==> src/rtl/vstore_data_translator_pkg.sv <==
// Shared types and constants for the vector store data translator and its lane aligner.
package vstore_data_translator_pkg;

    localparam int unsigned DATA_W  = 32;
    localparam int unsigned BE_W    = DATA_W / 8;
    localparam int unsigned ADDR_W  = 32;
    localparam int unsigned WADDR_W = ADDR_W - 2;

    // Access size encoding shared with the load translator; any 1x code is a word.
    localparam logic [1:0] SIZE_BYTE = 2'b00;
    localparam logic [1:0] SIZE_HALF = 2'b01;
    localparam logic [1:0] SIZE_WORD = 2'b10;

    typedef enum logic [1:0] {
        ST_IDLE  = 2'd0,
        ST_HOLD  = 2'd1,
        ST_DRAIN = 2'd2
    } wc_state_e;

    typedef struct packed {
        logic [DATA_W-1:0] data;
        logic [BE_W-1:0]   be;
    } lane_word_t;

    // Byte lanes selected by be take the new data; the rest keep the old data.
    function automatic logic [DATA_W-1:0] merge_lanes(
        input logic [DATA_W-1:0] old_data,
        input logic [DATA_W-1:0] new_data,
        input logic [BE_W-1:0]   be
    );
        logic [DATA_W-1:0] res;
        res = old_data;
        for (int i = 0; i < int'(BE_W); i++) begin
            if (be[i]) begin
                res[i*8 +: 8] = new_data[i*8 +: 8];
            end
        end
        return res;
    endfunction

endpackage

==> src/rtl/vstore_lane_align.sv <==
// Places right-justified store data into big-endian byte lanes and builds byte enables.
module vstore_lane_align
    import vstore_data_translator_pkg::*;
(
    input  logic [1:0]        addr_lo,
    input  logic [1:0]        size,
    input  logic [DATA_W-1:0] data,
    output lane_word_t        aligned_c
);

    always_comb begin
        aligned_c.data = data;
        aligned_c.be   = '1;
        if ((size & SIZE_WORD) != 2'b00) begin
            aligned_c.data = data;
            aligned_c.be   = 4'b1111;
        end else if (size == SIZE_HALF) begin
            aligned_c.data = {2{data[15:0]}};
            aligned_c.be   = addr_lo[1] ? 4'b0011 : 4'b1100;
        end else if (size == SIZE_BYTE) begin
            // Byte address 0 lives in the most significant lane.
            aligned_c.data = {4{data[7:0]}};
            aligned_c.be   = 4'b1000 >> addr_lo;
        end
    end

endmodule

==> src/rtl/vstore_data_translator.sv <==
// Vector store data translator: lane alignment plus a one-entry write-combining buffer
// that merges sub-word stores to the same word before writing memory.
module vstore_data_translator
    import vstore_data_translator_pkg::*;
#(
    parameter int unsigned WIDTH   = 32,
    parameter int unsigned TIMEOUT = 8,
    parameter int unsigned TCW     = 4
) (
    input  logic               clk,
    input  logic               reset,
    input  logic               st_valid,
    output logic               st_ready,
    input  logic [ADDR_W-1:0]  st_address,
    input  logic [1:0]         st_size,
    input  logic [WIDTH-1:0]   st_data,
    input  logic               st_flush,
    output logic               mem_valid,
    input  logic               mem_ready,
    output logic [WADDR_W-1:0] mem_address,
    output logic [WIDTH-1:0]   mem_writedata,
    output logic [BE_W-1:0]    mem_byteen,
    output logic               busy
);

    wc_state_e           state_q, state_d;
    logic [WADDR_W-1:0]  buf_addr_q, buf_addr_d;
    logic [DATA_W-1:0]   buf_data_q, buf_data_d;
    logic [BE_W-1:0]     buf_be_q, buf_be_d;
    logic [TCW-1:0]      cnt_q, cnt_d;
    logic                mem_valid_q;

    lane_word_t          aligned;
    logic [WADDR_W-1:0]  word_addr;
    logic                same_word;
    logic [BE_W-1:0]     merged_be;
    logic [DATA_W-1:0]   merged_data;
    logic                timed_out;

    vstore_lane_align u_lane_align (
        .addr_lo   (st_address[1:0]),
        .size      (st_size),
        .data      (st_data),
        .aligned_c (aligned)
    );

    assign word_addr   = st_address[ADDR_W-1:2];
    assign same_word   = (word_addr == buf_addr_q);
    assign merged_be   = buf_be_q | aligned.be;
    assign merged_data = merge_lanes(buf_data_q, aligned.data, aligned.be);
    assign timed_out   = (cnt_q == TCW'(TIMEOUT - 1));

    // Next-state, buffer update and request-side handshake.
    always_comb begin
        state_d    = state_q;
        buf_addr_d = buf_addr_q;
        buf_data_d = buf_data_q;
        buf_be_d   = buf_be_q;
        cnt_d      = '0;
        st_ready   = 1'b0;

        unique case (state_q)
            ST_IDLE: begin
                st_ready = 1'b1;
                if (st_valid) begin
                    buf_addr_d = word_addr;
                    buf_data_d = aligned.data;
                    buf_be_d   = aligned.be;
                    state_d    = (aligned.be == 4'b1111) ? ST_DRAIN : ST_HOLD;
                end
            end
            ST_HOLD: begin
                // A store to another word, or a flush, stalls the request until drained.
                st_ready = !(st_valid && !same_word) && !st_flush;
                if (st_valid && st_ready) begin
                    buf_data_d = merged_data;
                    buf_be_d   = merged_be;
                    state_d    = (merged_be == 4'b1111) ? ST_DRAIN : ST_HOLD;
                end else if (st_flush || st_valid || timed_out) begin
                    state_d = ST_DRAIN;
                end else begin
                    cnt_d = TCW'(cnt_q + 1'b1);
                end
            end
            ST_DRAIN: begin
                if (mem_ready) begin
                    state_d = ST_IDLE;
                end
            end
            default: begin
                state_d = ST_IDLE;
            end
        endcase
    end

    // State and buffer registers; reset discards any buffered word.
    always_ff @(posedge clk) begin
        if (reset) begin
            state_q     <= ST_IDLE;
            buf_addr_q  <= '0;
            buf_data_q  <= '0;
            buf_be_q    <= '0;
            cnt_q       <= '0;
            mem_valid_q <= 1'b0;
        end else begin
            state_q     <= state_d;
            buf_addr_q  <= buf_addr_d;
            buf_data_q  <= buf_data_d;
            buf_be_q    <= buf_be_d;
            cnt_q       <= cnt_d;
            mem_valid_q <= (state_d == ST_DRAIN);
        end
    end

    assign mem_valid     = mem_valid_q;
    assign mem_address   = buf_addr_q;
    assign mem_writedata = buf_data_q;
    assign mem_byteen    = buf_be_q;
    assign busy          = (state_q != ST_IDLE);

endmodule
==> config.mk <==
export PLATFORM = sky130hd
export DESIGN_NAME = vstore_data_translator
export DESIGN_NICKNAME = d
export VERILOG_FILES = /design/src/rtl/vstore_data_translator_pkg.sv /design/src/rtl/vstore_lane_align.sv /design/src/rtl/vstore_data_translator.sv
export SDC_FILE = /design/constraint.sdc
export NUM_CORES = 1
export LEC_CHECK = 0
export CAP_MARGIN = 20
export CORE_UTILIZATION = 40
export CTS_CLUSTER_DIAMETER = 150
export DETAILED_ROUTE_END_ITERATION = 10
export GPL_TIMING_DRIVEN = 1
export PLACE_DENSITY_LB_ADDON = 0.15
export SKIP_LAST_GASP = 1
export SLEW_MARGIN = 10
export SYNTH_ARGS = -nofsm -noshare
export SYNTH_HDL_FRONTEND = slang
export SYNTH_SLANG_ARGS = --single-unit
==> constraint.sdc <==
create_clock -name clk -period 5.25 [get_ports clk]
set_clock_uncertainty 0.1 [all_clocks]
set_input_delay 1.05 -clock clk [delete_from_list [all_inputs] [get_ports clk]]
set_output_delay 1.05 -clock clk [all_outputs]
set_load 0.02 [all_outputs]
; ---- Word level (Yosys, flattened, before mapping)
; Index checks and enable logic that the tools add are counted.
[op_classes]
n_addsub = 1
eq_ne = 14
shift = 1
mux = 22
n_bitwise = 2
n_reduce_logical = 19
[ops]
columns = cell, n
row1 = $mux W36, 3
row2 = $mux W32, 2
row3 = $pmux W32 S2, 1
row4 = $mux W8, 4
row5 = $eq A30 B30 Y1, 1
row6 = $reduce_and A4 Y1, 4
row7 = $mux W2, 6
row8 = $mux W4, 3
row9 = $ne A2 B2 Y1 const B, 6
row10 = $eq A4 B4 Y1 const B, 2
row11 = $pmux W4 S2, 1
row12 = $pmux W2 S3, 1
row13 = $add A4 B1 Y4 const B, 1
row14 = $eq A2 B1 Y1 const B, 2
row15 = $eq A2 B2 Y1 const B, 2
row16 = $eq A4 B3 Y1 const B, 1
row17 = $logic_not A2 Y1, 2
row18 = $or A4 B4 Y4, 1
row19 = $reduce_bool A2 Y1, 2
row20 = $reduce_or A4 Y1, 1
row21 = $shr A4 B2 Y4 const A, 1
row22 = $logic_and A1 B1 Y1, 3
row23 = $logic_not A1 Y1, 3
row24 = $reduce_and A3 Y1, 1
row25 = other kinds (4), 5
[word_totals]
reg_bits = 73
inputBits = 71
out_inout_bits = 69
elab_cells = 68

; ---- Longest topological paths before layout
; Gate-level depths: netlist (run 1).
[logic_depth]
word_depth = 10
ltp_mapped = 9
mapped_depth_nobuf = 6

; ---- Cells and area by module
; From an unflattened synthesis (run 1), not the netlist that was laid out.
[hier_totals]
cells_unflattened = 432
area_unflattened_um2 = 3856.2
[modules_own_cells]
columns = module, n_inst, cells_per_inst, area_per_inst_um2
row1 = vstore_data_translator, 1, 372, 3331.9
row2 = vstore_lane_align, 1, 60, 524.3

; ---- Worst setup path before layout (run 1)
; OpenSTA, ideal clock, no wires.
[synth_timing]
path_kind = input to output
startpoint = input st_address[22]
endpoint = output st_ready
arrival_time_ps = 2609
slack_ps = 1491
path_stages = 6
path_buffers = 1
cell_sequence = xor2_1 -> nor4_1 -> nand4_1 -> or3_1 -> clkbuf_1 -> a31oi_1
[synth_via]
elab_chain_len = 6
[synth_lines]
columns = element, line_no
row1 = start: declaration, vstore_data_translator.sv:14  ; input logic [ADDR_W-1:0] st_address,
row2 = $eq A30 B30 Y1, vstore_data_translator.sv:48  ; assign same_word = (word_addr == buf_addr_q);
row3 = $logic_not A1 Y1, vstore_data_translator.sv:74  ; st_ready = !(st_valid && !same_word) && !st_flush;
row4 = $logic_and A1 B1 Y1, vstore_data_translator.sv:74
row5 = $logic_not A1 Y1, vstore_data_translator.sv:74
row6 = $logic_and A1 B1 Y1, vstore_data_translator.sv:74
row7 = $pmux W1 S2, vstore_data_translator.sv:62  ; unique case (state_q)
row8 = end: declaration, vstore_data_translator.sv:13  ; output logic st_ready,
; Every way passes these cells.

; ---- Final worst setup path (run 1)
[layout_timing]
startpoint = input st_address[26]
endpoint = output st_ready
; Same word-level chain as after synthesis.

==> flow_summary.ini, run 1 <==
[sta]
tightest_slew_ns = 1.09
fin_setup_tns_ns = 0
max_slew_margin = 0.273
period_needed_ns = 4.84
holdWs_ns = 0.361
drv_slew = 0
post-route-period-util = 0.923
max_freq_ghz = 0.206
final_hold_viol_count = 0
setup_viol = 0
rsz0062_at_grt = no

[placed_design]
place.gp.congestion = 0.811
port_buffers = 139
dpl_cell_area_um2 = 5050
dpl.hpwl_um = 7370

[worst_setup_path]
reg2reg_setup_slack_ns = 2.50
crit_arrival_ns = 3.69
path_max_fanout = 8
crit_family = simple AND/OR/NAND/NOR gates
critPathBufInv = 2
end_kind = output port
regToRegStartpoint = mem_address[24]
crit_type = input port to output port
r2r_cells = 6
rr_endpoint = mem_writedata[12]
max_stage_delay_ns = 0.62
cp_common_cell = clkdlybuf4s50_1
crit_chain = clkdlybuf4s50_1 > xor2_1 > nor4_1 > nand4_1 > or3_1 > a31oi_1 > clkdlybuf4s50_1
start_kind = input port
required_ns = 4.10
critPathSlowestCell = clkdlybuf4s50_1

[die]
io_pins = 140
rows = 34
dieArea_um2 = 9420
core_um2 = 8720
die_x_um = 97.0
die_h_um = 97.0
start_util = 0.414

[synthesis]
yosysTopAreaCell = dfxtp_1
synthesis.area_um2 = 3610
synth_commonest_cells = dfxtp_1 (73), nand2_1 (73), a21oi_1 (49), nor3_1 (29), clkbuf_1 (26)
synthCells = 442
synthTopCellsByArea = dfxtp_1 (40%), nand2_1 (7.6%), a21oi_1 (6.8%)
async_reset_ff_frac = 0
seq_area_frac_synth = 0.404
synth-edff-count = 0
synth_cell_type_count = 36
syn_avg_cell_area_um2 = 8.18
ys.flop_type = dfxtp_1
synth_nets = 514
yosysTopAreaCellShare = 0.404
ys_ff_latch = 73
ys_warn_count = 0

[cells_and_area]
fin_area_um2 = 5320
fin_nets = 638
post-route-util = 0.610
antenna_cells = 0
drive_above_1_share = 0.0596
syn_to_final_growth_pct = 47.2

[routing]
wl_per_cell_um = 15.2
wl_um = 10300
vias_per_cell = 5.28
drt_iter0_markers = 109
drt_pass1_iterations = 4
final_antenna_net_count = 0
drc = 0
vias = 3579

[clocking]
cts_buffers = 9
cts_buffer_depth = 2
cts.clk_slew.worst_paths_ns = 0.07
cts_root_buf = clkbuf_8
cts_tree = yes
insertion_delay_ns = 0.35
cts_resized = 0
post_cts_buffers = 0
htreeDepth = 3
cts_sinks = 73
ctsHoldBuffers = 0

[worst_hold_path]
hold_path_depth = 1
hold_path.class = flop to flop
min_from = cnt_q[0]
whs_endpoint = cnt_q[0]

[global_route]
antenna_found_initial = 0
grt_max_degree = 87
gr-total-overflow = 0
grt_usage = 0.218
grt_pass1_wl_um = 16500
first_global_vias = 3384

[pwr]
powerDensity_nw_per_um2 = 298
ir_drop_mv = 0.119
leakagePower_uw = 0.00199

[flow_run]
maxCapViolations = 0

[status]
outcome = finished, final reports clean
==> flip-flops by register name, indices dropped and copies added (netlist names) <==
| name | count |
|---|---|
| mem_byteen | 4 |
| cnt_q | 4 |
| mem_writedata | 32 |
| mem_valid | 1 |
| mem_address | 30 |
| state_q | 2 |
==> layout by cell type, fill, tap and decap left out, drive strengths merged, types with 3 or more instances in the layout <==
cell           synthesis  layout
clkdlybuf4s50          0     138
nand2                 73      73
dfxtp                 73      73
a21oi                 49      49
nor3                  29      29
xor2                  25      25
nor2                  23      23
nand2b                18      18
mux2i                 17      17
nor2b                 15      15
o21ai                 14      14
a221oi                10      10
clkbuf                26      10
o31ai                  9       9
a311oi                 8       8
nand4b                 8       8
nor4                   7       7
inv                    6       6
buf                    5       6
bufinv                 0       4
nand4                  3       3
xnor2                  3       3
or3                    3       3
a21o                   3       3
o21a                   3       3
or4                    3       3
==> power breakdown <==
group	switching [µW]	total [µW]	internal (µW)
clock	212	586	374
combinational	188	372	183
sequential	31.5	627	596
==> routing by layer <==
layer,GRT usage,up-vias,routed length [µm]
met2,0.360,100,4900
met4,0.0930,0,212
li1,-,1794,-
met5,0,-,0
met3,0.0535,17,607
met1,0.269,1668,4620
==> worst max path at each step <==
stage,startpoint,to,slack [ns],cells after the start
2_1_floorplan,st_address[22],st_ready,1.49,6
3_3_place_gp,st_address[22],st_ready,0.46,7
3_5_place_dp,st_address[26],st_ready,0.40,7
4_1_cts,st_address[26],st_ready,0.39,7
5_1_grt,st_address[8],st_ready,0.26,7
6_report,st_address[26],st_ready,0.41,7
==> stage by stage <==
step | worst slack (ns) | power, µW | std cells
finish | 0.407 | 1580 | 678
global route | 0.263 | 1650 | 678
CTS | 0.389 | 1600 | 678
detailed placement | 0.399 | 1010 | 663
global placement | 0.462 | 1010 | 663
floorplan | 1.49 | 832 | 442
==> cells by family (layout without fill, tap and decap cells) <==
logic type / after synthesis / in the layout / share of synthesized area
buf+inv: 37 / 165 / 0.0412
simple gates: 187 / 187 / 0.256
compound gates: 99 / 99 / 0.180
mux: 17 / 17 / 0.0471
fa+ha+maj: 1 / 1 / 0.00346
flops: 73 / 73 / 0.404
xor+xnor: 28 / 28 / 0.0679
==> cell type report <==
cell class                 count  area [µm²]
tap                          108         135
timing repair buffer         144        1420
clock inverter                 5         128
clock buffer                  10         138
inverter                       6        22.5
fill                         782        3400
multi-input combinational    332        2010
sequential                    73        1460
Power figures use the tool's default switching activity.
==> inputs of run 2 (changes only) <==
- ABC_AREA: unset -> 1
==> run 2 against run 1 <==
Net effect:
- sequential cell count stayed put
- highest routed layer unchanged
- area after synthesis is 4.5% higher
- final area is 1.9% higher
- clock power is 14% lower
- non-clock buffer count is 1 higher
- combinational power is 22% higher
- routed wire length is 0.70% higher
- count of clock-buffer cells in the layout is 1 higher
- total power is 1.1% higher
- via count is 14% higher
- global-route usage is 0.55 points lower
==> flow_summary.ini, run 2 <==
[sta]
post-route-period-util = 0.792
drv_slew = 0
period_needed_ns = 4.16
fin_setup_tns_ns = 0
setup_viol = 0
tightest_slew_ns = 0.874
rsz0062_at_grt = no
max_slew_margin = 0.414
max_freq_ghz = 0.241
finalWorstSetupSlack_ns = 1.09
final_hold_viol_count = 0

[placed_design]
placed_cells_incl_taps = 812
place_ws_ns = 1.09
place.gp.congestion = 0.788
port_buffers = 139
dpl.hpwl_um = 7580
dpl_cell_area_um2 = 5170

[cells_and_area]
final_common_cell = clkdlybuf4s50_1
largest_register_ffs = 32
final_cell_mix = clkdlybuf4s50_1 (139), nand2_1 (134), a21oi_1 (87)
antenna_cells = 0
nFillCells = 898
multi_input_area_um2 = 1860
syn_to_final_growth_pct = 43.6
seqCellArea_um2 = 1460
layout.cells.non_filler = 831
fin_area_um2 = 5420
drive_above_1_share = 0.0472
post-route-util = 0.589
fin_nets = 787

[worst_setup_path]
crit_family = buffers and inverters
crit_type = input port to output port
end_kind = output port
required_ns = 4.10
max_stage_delay_ns = 0.60
crit_chain = clkdlybuf4s50_1 > inv_1 > nand2_1 > nand2_1 > nor2_1 > nand2_1 > nor2_1 > nand2_1 > nor2_4 > o21ai_0 > nand2_1 > clkdlybuf4s50_1
crit_arrival_ns = 3.01
critPathSlowestCell = clkdlybuf4s50_1
critPathBufInv = 3
path_max_fanout = 5
start_kind = input port
cp_common_cell = nand2_1

[global_route]
antenna_found_initial = 0
grt_usage = 0.212
grt_max_degree = 59
grt_pass1_wl_um = 16800
gr-total-overflow = 0
first_global_vias = 3667

[clocking]
cts_root_buf = clkbuf_8
cts.clk_slew.worst_paths_ns = 0.08
cts_buffer_depth = 2
ctsHoldBuffers = 0
cts_tree = yes
post_cts_buffers = 0
cts_sinks = 73
cts_buffers = 9
cts_resized = 0
insertion_delay_ns = 0.34
htreeDepth = 3

[pwr]
leakagePower_uw = 0.00242
ir_drop_mv = 0.152
powerDensity_nw_per_um2 = 296

[synthesis]
yosysTopAreaCell = dfxtp_1
synth-edff-count = 0
seq_area_frac_synth = 0.387
synthTopCellsByArea = dfxtp_1 (39%), nand2_1 (13%), a21oi_1 (12%)
ys.flop_type = dfxtp_1
syn_avg_cell_area_um2 = 6.43
ys_warn_count = 0
synth_commonest_cells = nand2_1 (135), a21oi_1 (87), nor2_1 (84), inv_1 (75), dfxtp_1 (73)
async_reset_ff_frac = 0
yosysTopAreaCellShare = 0.387
synth_cell_type_count = 28
synth_nets = 659
synthCells = 587
synthesis.area_um2 = 3770
ys_ff_latch = 73
synthMostInstantiatedCell = nand2_1

[die]
io_pins = 140
rows = 35
core_um2 = 9200
dieArea_um2 = 9830
start_util = 0.410
die_h_um = 99.1
die_x_um = 99.1

[routing]
final_antenna_net_count = 0
wl_per_cell_um = 12.5
drt_pass1_iterations = 5
vias_per_cell = 4.90
drc = 0
drt_iter0_markers = 188
wl_um = 10400
vias = 4075

[status]
outcome = finished, final reports clean

[flow_run]
maxCapViolations = 0

[worst_hold_path]
hold_path.class = flop to flop
[run 2: changes by cell type after synthesis, moves of 29 or more]
cell     change
nand3_1     +37
nor3_1      -29
a21oi_1     +38
inv_1       +69
nand2_1     +62
nor2_1      +61
[run 2: path summary, 6_finish.rpt]
| path | from | endpoint | slack, ns | depth (start not counted) |
|---|---|---|---|---|
| hold reg to reg | cnt_q[0] | cnt_q[0] | 0.38 | 1 |
| hold / removal | cnt_q[0] | cnt_q[0] | 0.38 | 1 |
| setup / recovery | st_address[18] | st_ready | 1.09 | 12 |
| setup reg to reg | mem_address[22] | mem_writedata[17] | 3.19 | 13 |
[run 2: power breakdown]
group	switching, µW	internal [µW]
sequential	35.3	608
combinational	243	211
clock	214	292
[run 2: logic make-up after synthesis]
family	Yosys count	share of synthesized area
fa+ha+maj	1	0.00331
simple gates	265	0.287
compound gates	139	0.196
flops	73	0.387
xor+xnor	2	0.00464
buf+inv	107	0.122
[run 2: metal layers]
metal,vias up,global-route usage,routed length [µm]
li1,2132,-,-
met1,1794,0.295,4940
met2,129,0.328,4720
met3,20,0.0415,564
met4,0,0.0758,184
met5,-,0,0
[run 2: cell type report]
type                       count  area share
clock buffer                  11      0.0279
timing repair buffer         145       0.265
clock inverter                 5      0.0143
inverter                      79      0.0547
multi-input combinational    407       0.343
tap                          111      0.0256
sequential                    73       0.270
[run 2: per-stage QoR]
stage          total power, µW  hold WS [ns]
2_1_floorplan              905         0.318
3_3_place_gp              1100         0.325
3_5_place_dp              1100         0.361
4_1_cts                   1610         0.372
5_1_grt                   1690         0.398
6_report                  1600         0.377
